File: config.mk
export PLATFORM = sky130hd
export DESIGN_NAME = uctl_cdc_event_arb_flat
export DESIGN_NICKNAME = d
export VERILOG_FILES = /design/src/rtl/uctl_cdc_arb_pkg.sv /design/src/rtl/uctl_cdc_event_arb_if.sv /design/src/rtl/uctl_rr_pick.sv /design/src/rtl/uctl_cdc_event_arb.sv /design/src/flat_wrapper.sv
export SDC_FILE = /design/constraint.sdc
export NUM_CORES = 1
export LEC_CHECK = 0
export BUFFER_PORTS_ARGS = -buffer_cell sky130_fd_sc_hd__clkbuf_2
export CORE_ASPECT_RATIO = 1.4
export CORE_MARGIN = 3
export CORE_UTILIZATION = 55
export CTS_CLUSTER_SIZE = 28
export DETAILED_ROUTE_END_ITERATION = 16
export PLACE_DENSITY_LB_ADDON = 0.08
export SLEW_MARGIN = 5
export SYNTH_ARGS = -nofsm -noshare
export SYNTH_HDL_FRONTEND = slang
export SYNTH_SLANG_ARGS = --single-unit
File: constraint.sdc
create_clock -name clock1 -period 6.1 [get_ports clock1]
set_clock_uncertainty 0.05 [all_clocks]
set_input_delay 0.61 -clock clock1 [delete_from_list [all_inputs] [get_ports clock1]]
set_output_delay 0.61 -clock clock1 [all_outputs]
set_load 0.02 [all_outputs]
File: src/rtl/uctl_cdc_arb_pkg.sv
// Shared types and constants for the clock1-side CDC event arbiter.
package uctl_cdc_arb_pkg;

  typedef enum logic [1:0] {
    StIdle  = 2'd0,
    StIssue = 2'd1,
    StGuard = 2'd2
  } arb_state_e;

  localparam int unsigned MinGuard = 2;

  // Ceiling log2, never below one bit.
  function automatic int unsigned clog2(input int unsigned val);
    int unsigned r;
    r = 0;
    for (int unsigned i = 0; i < 32; i++) begin
      if ((64'd1 << i) < 64'(val)) r = i + 1;
    end
    return (r == 0) ? 1 : r;
  endfunction

endpackage

File: src/rtl/uctl_cdc_event_arb_if.sv
// Requester and crossing-side signal bundle of uctl_cdc_event_arb.
interface uctl_cdc_event_arb_if #(
  parameter int unsigned NUM_REQ = 4,
  parameter int unsigned DATA_WD = 8,
  parameter int unsigned ID_WD   = 2
);
  logic [NUM_REQ-1:0]         reqPulse;
  logic [NUM_REQ*DATA_WD-1:0] reqData;
  logic [NUM_REQ-1:0]         reqPending;
  logic [NUM_REQ-1:0]         dropErr;
  logic [NUM_REQ-1:0]         errClr;
  logic                       issuePulse;
  logic [DATA_WD-1:0]         issueData;
  logic [ID_WD-1:0]           issueId;
  logic                       busy;

  modport master (
    output reqPulse, reqData, errClr,
    input  reqPending, dropErr, issuePulse, issueData, issueId, busy
  );

  modport slave (
    input  reqPulse, reqData, errClr,
    output reqPending, dropErr, issuePulse, issueData, issueId, busy
  );
endinterface

File: src/rtl/uctl_rr_pick.sv
// Combinational pick of one pending requester: round robin from ptr, or lowest index
// when UCTL_CDC_ARB_FIXED_PRIO_EN is defined.
module uctl_rr_pick #(
  parameter int unsigned NUM_REQ = 4,
  parameter int unsigned ID_WD   = 2
) (
  input  logic [NUM_REQ-1:0] pending,
`ifndef UCTL_CDC_ARB_FIXED_PRIO_EN
  input  logic [ID_WD-1:0]   ptr,
`endif
  output logic [NUM_REQ-1:0] grant,
  output logic [ID_WD-1:0]   idx,
  output logic               valid
);

  always_comb begin
    grant = '0;
    idx   = '0;
    valid = |pending;
`ifdef UCTL_CDC_ARB_FIXED_PRIO_EN
    for (int i = int'(NUM_REQ) - 1; i >= 0; i--) begin
      if (pending[i]) begin
        grant    = '0;
        grant[i] = 1'b1;
        idx      = ID_WD'(i);
      end
    end
`else
    // Walk from the farthest offset back to ptr so the nearest pending one wins.
    for (int k = int'(NUM_REQ) - 1; k >= 0; k--) begin
      if (pending[(int'(ptr) + k) % int'(NUM_REQ)]) begin
        grant = '0;
        grant[(int'(ptr) + k) % int'(NUM_REQ)] = 1'b1;
        idx   = ID_WD'((int'(ptr) + k) % int'(NUM_REQ));
      end
    end
`endif
  end

endmodule

File: src/rtl/uctl_cdc_event_arb.sv
// Shares one pulse-stretch CDC crossing among NUM_REQ event sources, spacing issues by
// GUARD_CYCLES. Define UCTL_CDC_ARB_FIXED_PRIO_EN for fixed (lowest-index) priority.
module uctl_cdc_event_arb
  import uctl_cdc_arb_pkg::*;
#(
  parameter int unsigned NUM_REQ      = 4,
  parameter int unsigned DATA_WD      = 8,
  parameter int unsigned ID_WD        = 2,
  parameter int unsigned GUARD_CYCLES = 8
) (
  input logic                 clock1,
  input logic                 clock1Rst_n,
  uctl_cdc_event_arb_if.slave bus
);

  localparam int unsigned CntWd = clog2(GUARD_CYCLES);

  if (GUARD_CYCLES < MinGuard) begin : g_guard_chk
    $error("GUARD_CYCLES below minimum");
  end

  arb_state_e                      state_q, state_d;
  logic [NUM_REQ-1:0]              pend_q, pend_d, drop_q, drop_d;
  logic [NUM_REQ-1:0]              grant, grant_mask, load;
  logic [NUM_REQ-1:0][DATA_WD-1:0] data_q;
  logic [ID_WD-1:0]                grant_idx, id_q;
  logic [DATA_WD-1:0]              grant_data, issue_data_q;
  logic [CntWd-1:0]                cnt_q, cnt_d;
  logic                            grant_valid, grant_en, load_cnt, busy, pulse_q;

`ifndef UCTL_CDC_ARB_FIXED_PRIO_EN
  logic [ID_WD-1:0] ptr_q, ptr_d;
`endif

  uctl_rr_pick #(
    .NUM_REQ(NUM_REQ),
    .ID_WD  (ID_WD)
  ) u_pick (
    .pending(pend_q),
`ifndef UCTL_CDC_ARB_FIXED_PRIO_EN
    .ptr    (ptr_q),
`endif
    .grant  (grant),
    .idx    (grant_idx),
    .valid  (grant_valid)
  );

  // A grant frees the slot in the same cycle, so a coincident new event re-captures cleanly.
  always_comb begin
    grant_mask = grant_en ? grant : '0;
    load       = bus.reqPulse & (~pend_q | grant_mask);
    pend_d     = (pend_q & ~grant_mask) | bus.reqPulse;
    drop_d     = (drop_q & ~bus.errClr) | (bus.reqPulse & pend_q & ~grant_mask);
    grant_data = '0;
    for (int i = 0; i < int'(NUM_REQ); i++) begin
      if (grant[i]) grant_data = data_q[i];
    end
  end

  always_comb begin
    cnt_d = cnt_q;
    if (load_cnt) begin
      cnt_d = CntWd'(GUARD_CYCLES - MinGuard);
    end else if (state_q == StGuard && cnt_q != '0) begin
      cnt_d = cnt_q - CntWd'(1);
    end
  end

`ifndef UCTL_CDC_ARB_FIXED_PRIO_EN
  always_comb begin
    ptr_d = ptr_q;
    if (grant_en) ptr_d = (grant_idx == ID_WD'(NUM_REQ - 1)) ? '0 : grant_idx + ID_WD'(1);
  end
`endif

  // Leaving GUARD one count early keeps issue-to-issue spacing at GUARD_CYCLES with IDLE.
  always_comb begin
    state_d = state_q;
    unique case (state_q)
      StIdle:  if (grant_valid) state_d = StIssue;
      StIssue: state_d = StGuard;
      StGuard: if (cnt_q <= CntWd'(1)) state_d = StIdle;
      default: state_d = StIdle;
    endcase
  end

  always_comb begin
    busy     = 1'b0;
    grant_en = 1'b0;
    load_cnt = 1'b0;
    unique case (state_q)
      StIdle:  grant_en = grant_valid;
      StIssue: begin
        busy     = 1'b1;
        load_cnt = 1'b1;
      end
      StGuard: busy = 1'b1;
      default: ;
    endcase
  end

  always_ff @(posedge clock1 or negedge clock1Rst_n) begin
    if (!clock1Rst_n) begin
      state_q <= StIdle;
    end else begin
      state_q <= state_d;
    end
  end

  always_ff @(posedge clock1 or negedge clock1Rst_n) begin
    if (!clock1Rst_n) begin
      pend_q       <= '0;
      drop_q       <= '0;
      data_q       <= '0;
      id_q         <= '0;
      issue_data_q <= '0;
      cnt_q        <= '0;
      pulse_q      <= 1'b0;
`ifndef UCTL_CDC_ARB_FIXED_PRIO_EN
      ptr_q        <= '0;
`endif
    end else begin
      pend_q  <= pend_d;
      drop_q  <= drop_d;
      cnt_q   <= cnt_d;
      pulse_q <= load_cnt;
`ifndef UCTL_CDC_ARB_FIXED_PRIO_EN
      ptr_q   <= ptr_d;
`endif
      for (int i = 0; i < int'(NUM_REQ); i++) begin
        if (load[i]) data_q[i] <= bus.reqData[i*DATA_WD +: DATA_WD];
      end
      if (grant_en) begin
        id_q         <= grant_idx;
        issue_data_q <= grant_data;
      end
    end
  end

  assign bus.reqPending = pend_q;
  assign bus.dropErr    = drop_q;
  assign bus.issuePulse = pulse_q;
  assign bus.issueData  = issue_data_q;
  assign bus.issueId    = id_q;
  assign bus.busy       = busy;

endmodule

File: src/flat_wrapper.sv
// flat-port wrapper written by rule: the top's interface ports become plain ports
module uctl_cdc_event_arb_flat import uctl_cdc_arb_pkg::*;
#(
  parameter int unsigned NUM_REQ      = 4,
  parameter int unsigned DATA_WD      = 8,
  parameter int unsigned ID_WD        = 2,
  parameter int unsigned GUARD_CYCLES = 8
)
  (clock1, clock1Rst_n, bus_reqPulse, bus_reqData, bus_errClr, bus_reqPending, bus_dropErr, bus_issuePulse, bus_issueData, bus_issueId, bus_busy);
  uctl_cdc_event_arb_if #(.NUM_REQ(NUM_REQ), .DATA_WD(DATA_WD), .ID_WD(ID_WD)) bus_i ();
  input logic clock1;
  input logic clock1Rst_n;
  input wire logic [$bits(bus_i.reqPulse)-1:0] bus_reqPulse;
  input wire logic [$bits(bus_i.reqData)-1:0] bus_reqData;
  input wire logic [$bits(bus_i.errClr)-1:0] bus_errClr;
  output wire logic [$bits(bus_i.reqPending)-1:0] bus_reqPending;
  output wire logic [$bits(bus_i.dropErr)-1:0] bus_dropErr;
  output wire logic [$bits(bus_i.issuePulse)-1:0] bus_issuePulse;
  output wire logic [$bits(bus_i.issueData)-1:0] bus_issueData;
  output wire logic [$bits(bus_i.issueId)-1:0] bus_issueId;
  output wire logic [$bits(bus_i.busy)-1:0] bus_busy;
  assign bus_i.reqPulse = bus_reqPulse;
  assign bus_i.reqData = bus_reqData;
  assign bus_i.errClr = bus_errClr;
  assign bus_reqPending = bus_i.reqPending;
  assign bus_dropErr = bus_i.dropErr;
  assign bus_issuePulse = bus_i.issuePulse;
  assign bus_issueData = bus_i.issueData;
  assign bus_issueId = bus_i.issueId;
  assign bus_busy = bus_i.busy;
  uctl_cdc_event_arb #(.NUM_REQ(NUM_REQ), .DATA_WD(DATA_WD), .ID_WD(ID_WD), .GUARD_CYCLES(GUARD_CYCLES)) u_core (.clock1(clock1), .clock1Rst_n(clock1Rst_n), .bus(bus_i));
endmodule
# After elaboration in Yosys (flattened, before gate mapping)
# Index checks and enable logic that the tools add are counted.
[totals]
in_bits = 42
elab_cells = 100
ram_bits = 0
output_inout_bits = 20
latch_bits = 0
ff_bits = 58
mem_bits_ro = 0
memories = 0
[op_classes]
n_shift = 0
div = 0
n_addsub = 5
n_eq_ne = 5
n_mux = 41
n_mul = 0
order_cmp = 9
reduce_logical = 14
n_bitwise = 14
[op_table]
columns = ["operator", "n"]
rows = [
  ["8-bit two-way mux", 4],
  ["4-bit AND", 5],
  ["4-bit two-way mux", 5],
  ["1-bit two-way mux", 14],
  ["2-bit two-way mux", 7],
  ["3-bit by 4-bit < comparator with 1-bit output (second input constant)", 3],
  ["4-bit NOT", 3],
  ["4-bit OR", 3],
  ["3-bit by 1-bit greater-or-equal comparator with 1-bit output (second input constant)", 3],
  ["1-bit binary-select mux with 2-bit select", 4],
  ["1-bit demux with 2-bit select", 4],
  ["2-bit OR reduction", 4],
  ["3-bit two-way mux", 2],
  ["2-bit one-hot mux with 3 select lines", 1],
  ["1-bit logical AND", 5],
  ["2-bit by 1-bit adder with 2-bit output (second input constant)", 2],
  ["2-bit adder (second input constant)", 2],
  ["2-bit equality test (second input constant)", 2],
  ["4-bit OR reduction", 1],
  ["1-bit AND (first input constant)", 3],
  ["3-bit by 1-bit <= comparator with 1-bit output (second input constant)", 1],
  ["2-bit by 3-bit < comparator with 1-bit output (second input constant)", 1],
  ["3-bit nonzero test", 1],
  ["3-bit by 1-bit subtractor with 3-bit output (second input constant)", 1],
  ["7 further kinds", 7],
]

# Longest topological paths before layout
# Gate-level depths: netlist of run 1.
[logic_depth]
ltp_word = 15
mapped_depth = 11
depth_no_buf = 8

# Cells and area by module
# From an unflattened synthesis of run 1, not the netlist that was laid out.
[hier_totals]
cells_unflattened = 280
hier_area_um2 = 3175.5
[modules_own_cells]
columns = ["module", "seq_area_each_um2", "cells_per_inst", "area_each_um2", "n_inst"]
rows = [
  ["uctl_cdc_event_arb", 1451.4, 213, 2645.0, 1],
  ["uctl_rr_pick", 0.0, 67, 530.5, 1],
]

# Worst setup path before layout of run 1
# OpenSTA, ideal clock, no wires.
[synth_path]
path_type = "reg2reg"
startpoint = "register u_core.ptr_q[0]"
endpoint = "register u_core.data_q[24] in the netlist's numbering"
arrival_time_ps = 2902
setup_time_ps = 125
required_time_ps = 5925
path_stages_with_launch = 10
synth_period_minus_slack_ps = 3077
path_slack_ps = 3023
n_path_buf = 2
cell_sequence = "dfrtp_1 buf_6 clkbuf_1 inv_1 ha_1 mux4_2 a221oi_1 o21ai_0 a21boi_2 mux2_2"
[synth_via]
elab_chain_len = 14
word_cells_on_any_way = 47
classes_between = "add/sub (3); order compare (8); mux (24); bitwise (5); reduce/logical (7)"
[synth_rtl]
columns = ["item", "line", "source"]
rows = [
  ["from (decl)", "uctl_cdc_event_arb.sv:32", "logic [ID_WD-1:0] ptr_q, ptr_d;"],
  ["from (signal assigned)", "uctl_cdc_event_arb.sv:128", "ptr_q <= ptr_d;"],
  ["2-bit adder", "uctl_rr_pick.sv:31, uctl_rr_pick.sv:33", ""],
  ["2-bit OR reduction (no line)", "n/a", ""],
  ["1-bit AND (no line)", "n/a", ""],
  ["3-bit by 4-bit < comparator with 1-bit output (implied by the code) or 3-bit by 1-bit greater-or-equal comparator with 1-bit output (tied branches)", "uctl_rr_pick.sv:33", "grant[(int'(ptr) + k) % int'(NUM_REQ)] = 1'b1;"],
  ["1-bit logical AND (implied by the code)", "uctl_rr_pick.sv:33", ""],
  ["1-bit two-way mux (implied by the code)", "uctl_rr_pick.sv:33", ""],
  ["1-bit demux with 2-bit select", "uctl_rr_pick.sv:33", ""],
  ["4-bit two-way mux (3 in series)", "uctl_rr_pick.sv:31", "if (pending[(int'(ptr) + k) % int'(NUM_REQ)]) begin"],
  ["4-bit two-way mux *", "uctl_rr_pick.sv:31", ""],
  ["4-bit two-way mux *", "uctl_cdc_event_arb.sv:50", "grant_mask = grant_en ? grant : '0;"],
  ["4-bit OR *", "uctl_cdc_event_arb.sv:51", "load = bus.reqPulse & (~pend_q | grant_mask);"],
  ["4-bit AND *", "uctl_cdc_event_arb.sv:51", ""],
  ["to (signal, indexed assignment)", "uctl_cdc_event_arb.sv:131", "if (load[i]) data_q[i] <= bus.reqData[i*DATA_WD +: DATA_WD];"],
  ["to (decl)", "uctl_cdc_event_arb.sv:25", "logic [NUM_REQ-1:0][DATA_WD-1:0] data_q;"],
]
# Mark *: on every way between the ends. The rest lies on a longest branch, timed or not. The select of a mux whose other input is x is not followed.
# A chain may end at the register's enable or synchronous reset.

# Worst setup path after layout of run 1
[layout_path]
startpoint = "register u_core.ptr_q[0]"
endpoint = "register u_core.data_q[31] in the netlist's numbering"
# The elaborated chain is that of the path after synthesis.

==> summary.md, run 1 <==
| Metric | Value |
|---|---|
| Largest net degree at the start of global routing | about 60 |
| TritonCTS clock tree | done |
| Inserted Clock Buffers | 9 |
| CP bufs+invs | 1 |
| Antenna violations before repair | 0 |
| Critical Path Start | u_core.ptr_q[0] |
| Cell taking the most area after synthesis | dfrtp_1 |
| Drt first pass iters | 4 |
| WP data required | 6.27 ns |
| Crit-path max FO | 20 |
| Area grow syn2layout | 17.5% |
| HPWL Detailed | around 5 mm |
| Area contributors post-synth | dfrtp_1 47%, mux2_2 13%, ha_1 4.9% |
| Critical Path End | u_core.data_q[31] |
| Top-count cell post-synth | dfrtp_1 |
| Final setup violation count | 0 |
| Routability Congestion | 0.921 |
| Final net count | 386 |
| First-pass GRT wire length | 11.6 mm |
| GRT Util Overall | 0.229 |
| Vias/cell | 5.85 |
| DR DRC count | 0 |
| Sequential area share after synthesis | 0.470 |
| Sink Count | just under 60 |
| Pwr/cell area | around 600 nW/µm² |
| Clock-pin slew on the worst setup and hold paths | 0.07 ns |
| Post-synth EDFFs | 0 |
| ANT cells | 0 |
| CP top delay family | compound AO/OA/AOI/OAI gates |
| Post-CTS Setup Inserts | 0 |
| Setup TNS Final | 0 ns |
| CP peak stage delay | 0.76 ns |
| Die Y | around 95 µm |
| Hold crit path type | in2async |
| Worst VDD drop | between 0.2 and 0.3 mV |
| Placed Instance Area | roughly 3400 µm² |
| Clk buf depth | 2 |
| Crit Reg-Reg Startpoint | u_core.ptr_q[0] |
| Initial Util | 0.581 |
| Fillers | about 440 |
| CTS H-tree depth | 3 |
| Crit Path Category | reg2reg |
| Min cycle time layout | about 3.5 ns |
| Total detailed-routing wirelength | around 6.9 mm |
| Ys async rst share | 1.00 |
| Core area | between 5000 and 6000 µm² |
| Drt wl/cell | around 17 µm |
| Crit-path cells | inv_1 -> ha_1 -> mux4_2 -> a221oi_1 -> o21ai_0 -> a21boi_2 -> mux2_2 |
| Reg2Reg Setup Slack | about 2.6 ns |
| Ys flop type | dfrtp_1 |
| Mapped Nets | approximately 320 |
| Reg2reg end | u_core.data_q[31] |
| Die Footprint | 6560 µm² |
| CTS Root Cell | clkbuf_8 |
| Commonest cells in the synthesized netlist | 58 x dfrtp_1, 35 x mux2_2, 17 x inv_1, 17 x nand2_1, 13 x a21oi_1 |
| #FFs+latches synth | 58 |
| Leakage | between 1.5 and 2 nW |
| Share of cells above drive strength 1 | 0.389 |
| Routed Antenna Nets | 0 |
| Fin crit share | 0.570 |
| Syn Area/Cell | ~11 µm² |
| Syn Inst Count | 270 |
| Ys Warns | 0 |
| I/O Buffers | 61 |
| Critical Path AT | approximately 3.6 ns |
| Clk_lat worst skew | about 0.34 ns |
| Final Max Slew Viols | 0 |
| Max-capacitance violation count | 0 |
| Final Hold Fails | 0 |
| Routed vias | ~2400 |
| Max_slew headroom | 0.327 |
| F_max | 0.288 GHz |
| Gr ovfl total | 0 |
| Crit. path cell count | 7 |
| CP Launch Type | register |
| PostCTS Resize Cnt | 0 |
| Reg2reg path depth | 7 |
| Post-cts hold buffer count | 0 |
| Vias in the first global route | between 2000 and 2500 |
| RSZ-0062 raised after global routing | no |
| Die Width | roughly 70 µm |
| Yosys cell types | roughly 50 |
| Crit end category | register |
| Row Count | 31 |
| Slowest stage cell, crit path | dfrtp_1 |
| Syn Std Cell Area | around 3100 µm² |
| DR iter-0 viols | 136 |
| Status | complete, no violations |
| Final Cell Area | approximately 3600 µm² |
| Top cell type's share of synthesized area | 0.470 |
| Tightest Pin Transition | 1.01 ns |
| I/O Pins | 62 |
registers in the layout, indices dropped and copies added, names as in the netlist:
signal                 cells
u_core.data_q             32
u_core.bus.issueData       8
u_core.bus.dropErr         4
u_core.bus.reqPending      4
u_core.cnt_q               3
u_core.bus.issueId         2
u_core.ptr_q               2
u_core.state_q             2
u_core.bus.issuePulse      1
worst register-to-register path: cells and delay by family, from the launching register on:
| family | cells | cell delay (ns) |
|---|---|---|
| flops | 1 | 0.76 |
| fa+ha+maj | 1 | 0.49 |
| buf+inv | 1 | 0.20 |
| mux | 2 | 0.83 |
| compound gates | 3 | 1.03 |
routing by layer:
metal  GRT usage  wire [µm]  up-vias
met1       0.269       2770     1160
met4      0.0831        131        0
met2       0.397       3640       61
met5           0          0        -
met3      0.0703        365       13
li1            -          -     1122
power breakdown:
part	leakage, nW	total [mW]	internal [mW]	switching, mW
clock network	0.103	0.350	0.198	0.152
registers	0.683	0.748	0.574	0.174
logic	0.862	1.07	0.488	0.579
how the worst min path moves through the flow:
stage,to,slack (ns)
2_1_floorplan,u_core.bus.dropErr[0],0.26
3_3_place_gp,u_core.bus.issueId[0],0.42
3_5_place_dp,u_core.bus.issueId[0],0.43
4_1_cts,u_core.data_q[27],0.39
5_1_grt,u_core.data_q[27],0.42
6_report,u_core.data_q[27],0.36
cell usage in the layout (no fill, tap or decap), drive strengths merged, types with 9 or more instances in the layout:
cell / synthesis / final
clkbuf: 9 / 72
dfrtp: 58 / 58
mux2: 35 / 35
inv: 17 / 17
nand2: 17 / 17
a21oi: 13 / 13
ha: 12 / 12
o211ai: 9 / 9
stage by stage:
step	hold WS, ns	worst slack [ns]	total power [mW]	instances	utilization
3_5_place_dp	0.428	2.66	1.82	387	0.647
3_3_place_gp	0.423	2.75	1.79	387	0.647
5_1_grt	0.416	2.39	2.34	403	0.683
2_1_floorplan	0.264	3.02	1.55	270	-
4_1_cts	0.391	2.64	2.18	403	0.683
6_report	0.359	2.62	2.16	403	0.683
cell families (layout without fill, tap and decap cells):
logic type	count (synthesis)	in the layout	synth area share
compound gates	76	76	0.192
xor+xnor	1	1	0.00284
fa+ha+maj	12	12	0.0486
buf+inv	29	96	0.0389
flops	58	58	0.470
mux	39	39	0.153
simple gates	55	55	0.0956
cell type report:
type / count / area, µm² / share of cell area
Tap cell: 66 / 82.6 / 0.0227
Inverter: 17 / 63.8 / 0.0176
Sequential cell: 58 / 1450 / 0.400
Timing Repair Buffer: 63 / 320 / 0.0882
Clock inverter: 5 / 53.8 / 0.0148
Clock buffer: 11 / 141 / 0.0389
Multi-Input combinational cell: 183 / 1520 / 0.418
(Power assumes the default switching activity.)
==> run 2: changes to the inputs <==
clock period = 3.3 ns   (was 6.1 ns; I/O delays follow)
==> run 2 against run 1 <==
  * Total power rose by 90%
  * Largest cell class unchanged
  * Final area is 2.4% higher
  * Worst setup slack got worse by 2.3 ns
  * Clock power grew 79%
  * Register-to-register slack worse by 2.3 ns
  * Fmax rose by 17%
  * Critical path depth rose by 1
  * Global-route usage increased by 1.1 points
==> summary.md, run 2 (synthesis results as in run 1) <==
| Metric | Value |
|---|---|
| Final Hold Fails | 0 |
| HPWL Detailed | 5.31 mm |
| Most common cell after layout, fill and taps aside | clkbuf_2 |
| Slowest stage cell, crit path | o21ai_1 |
| Max-capacitance violation count | 0 |
| I/O Pins | between 60 and 70 |
| Fin crit share | 0.904 |
| Final hold slack | 0.0248 ns |
| Worst VDD drop | approximately 0.57 mV |
| Area of the multi-input gates | 1520 µm² |
| Crit-path cells | inv_1 -> ha_1 -> mux4_2 -> a21oi_1 -> a221o_1 -> a21oi_1 -> o21ai_1 -> mux2_2 |
| Leakage | 1.70 nW |
| Crit end category | register |
| Die Footprint | ~6600 µm² |
| CTS Root Cell | clkbuf_8 |
| F_max | around 0.34 GHz |
| I/O Buffers | 61 |
| ANT cells | 0 |
| Drt wl/cell | between 15 and 20 µm |
| Crit-path max FO | 8 |
| Max reg flops | 32 |
| Clk_lat worst skew | around 0.34 ns |
| CP bufs+invs | 1 |
| Hold crit path type | in2async |
| Gr ovfl total | 0 |
| Vias/cell | approximately 5.8 |
| Final Non-Filler Cells | 416 |
| Clock-pin slew on the worst setup and hold paths | 0.07 ns |
| Post-cts hold buffer count | 0 |
| Most frequent cells in the layout | 61 x clkbuf_2, 58 x dfrtp_1, 35 x mux2_2 |
| Fillers | ~430 |
| Crit Path Category | reg2reg |
| Drt first pass iters | 4 |
| Inserted Clock Buffers | 9 |
| Largest net degree at the start of global routing | 32 |
| Antenna violations before repair | 0 |
| Routed Antenna Nets | 0 |
| PostCTS Resize Cnt | 0 |
| Vias in the first global route | approximately 2500 |
| GRT Util Overall | 0.240 |
| Worst path most repeated cell | a21oi_1 |
| RSZ-0062 raised after global routing | no |
| Clk buf depth | 2 |
| Pwr/cell area | roughly 1100 nW/µm² |
| Min cycle time layout | slightly below 3 ns |
| Share of cells above drive strength 1 | 0.411 |
| Largest Register | u_core.data_q |
| Tightest Pin Transition | slightly above 0.8 ns |
| FF+latch area | 1450 µm² |
| Post-CTS Setup Inserts | 0 |
| First-pass GRT wire length | around 12 mm |
| Die Width | slightly below 70 µm |
| DR DRC count | 0 |
| Critical Path End | u_core.data_q[4] |
| Crit Reg-Reg Startpoint | u_core.ptr_q[0] |
| Reg2Reg Setup Slack | between 0.3 and 0.4 ns |
| CTS H-tree depth | 3 |
| CP peak stage delay | 0.58 ns |
| Final Max Slew Viols | 0 |
| Critical Path AT | ~3.2 ns |
| TritonCTS clock tree | done |
| Reg2reg end | u_core.data_q[4] |
| Final setup violation count | 0 |
| Setup TNS Final | 0 ns |
| Sink Count | between 50 and 60 |
| CP top delay family | compound AO/OA/AOI/OAI gates |
| Routed vias | 2423 |
| Total detailed-routing wirelength | a little over 7 mm |
| Core area | around 5300 µm² |
| Reg2reg path depth | 8 |
| Area grow syn2layout | 20.4% |
| Final net count | 399 |
| Max_slew headroom | 0.454 |
| Die Y | between 90 and 100 µm |
| CP Launch Type | register |
| WP data required | ~3.5 ns |
| DR iter-0 viols | 123 |
| Initial Util | 0.581 |
| Routability Congestion | 0.945 |
| Critical Path Start | u_core.ptr_q[0] |
| Row Count | 31 |
| Status | complete, no violations |
| Crit. path cell count | 8 |
| Placed Cells | 400 |
run 2: cell count changes in the layout (fill, tap and decap cells not counted), sizes merged:
cell / delta
clkbuf: -1
buf: +13
clkinvlp: +1
run 2: layout make-up:
class                   count  share of cell area
flip-flops and latches     58               0.390
multi-input cells         183               0.408
repair buffers             76               0.112
clock buffers              10              0.0343
clock inverters             6              0.0155
inverters                  17              0.0172
well taps                  66              0.0222
run 2: stage by stage:
stage | setup WS [ns] | utilization | power, mW | cell area (µm²)
after CTS | 0.296 | 0.700 | 4.13 | 3720
after global placement | 0.388 | 0.665 | 3.44 | 3530
after floorplan | 0.223 | - | 2.87 | 3090
final | 0.318 | 0.700 | 4.11 | 3720
after detailed placement | 0.300 | 0.665 | 3.49 | 3530
after global routing | 0.109 | 0.700 | 4.45 | 3720
run 2: worst reg2reg max path: stages (launching register included):
cell and delay [ns]:
dfrtp_1 0.50, inv_1 0.15, ha_1 0.35, mux4_2 0.39, a21oi_1 0.15, a221o_1 0.19, a21oi_1 0.09, o21ai_1 0.58
mux2_2 0.41
run 2: power breakdown:
group / internal, mW / total [mW] / leakage [nW] / switching (mW)
registers: 1.06 / 1.28 / 0.683 / 0.212
logic: 1.00 / 2.21 / 0.923 / 1.21
clock network: 0.343 / 0.628 / 0.0958 / 0.285
total: 2.41 / 4.11 / 1.70 / 1.70
run 2: metal layers:
layer	vias up	wire, µm	GRT usage
met5	-	0	0
met4	0	114	0.0977
met3	8	295	0.0511
met2	52	3870	0.443
met1	1209	2800	0.267
li1	1154	-	-
run 2: how the worst min path moves through the flow:
stage | startpoint | end | slack, ns | cells past startpoint
final | clock1Rst_n | u_core.bus.issueId[1] | 0.02 | 1
after global routing | clock1Rst_n | u_core.ptr_q[1] | 0.07 | 1
after CTS | clock1Rst_n | u_core.bus.issueId[1] | 0.04 | 1
after detailed placement | clock1Rst_n | u_core.ptr_q[1] | 0.42 | 1
after global placement | clock1Rst_n | u_core.bus.issueId[1] | 0.41 | 1
after floorplan | clock1Rst_n | u_core.bus.dropErr[0] | -0.02 | 0
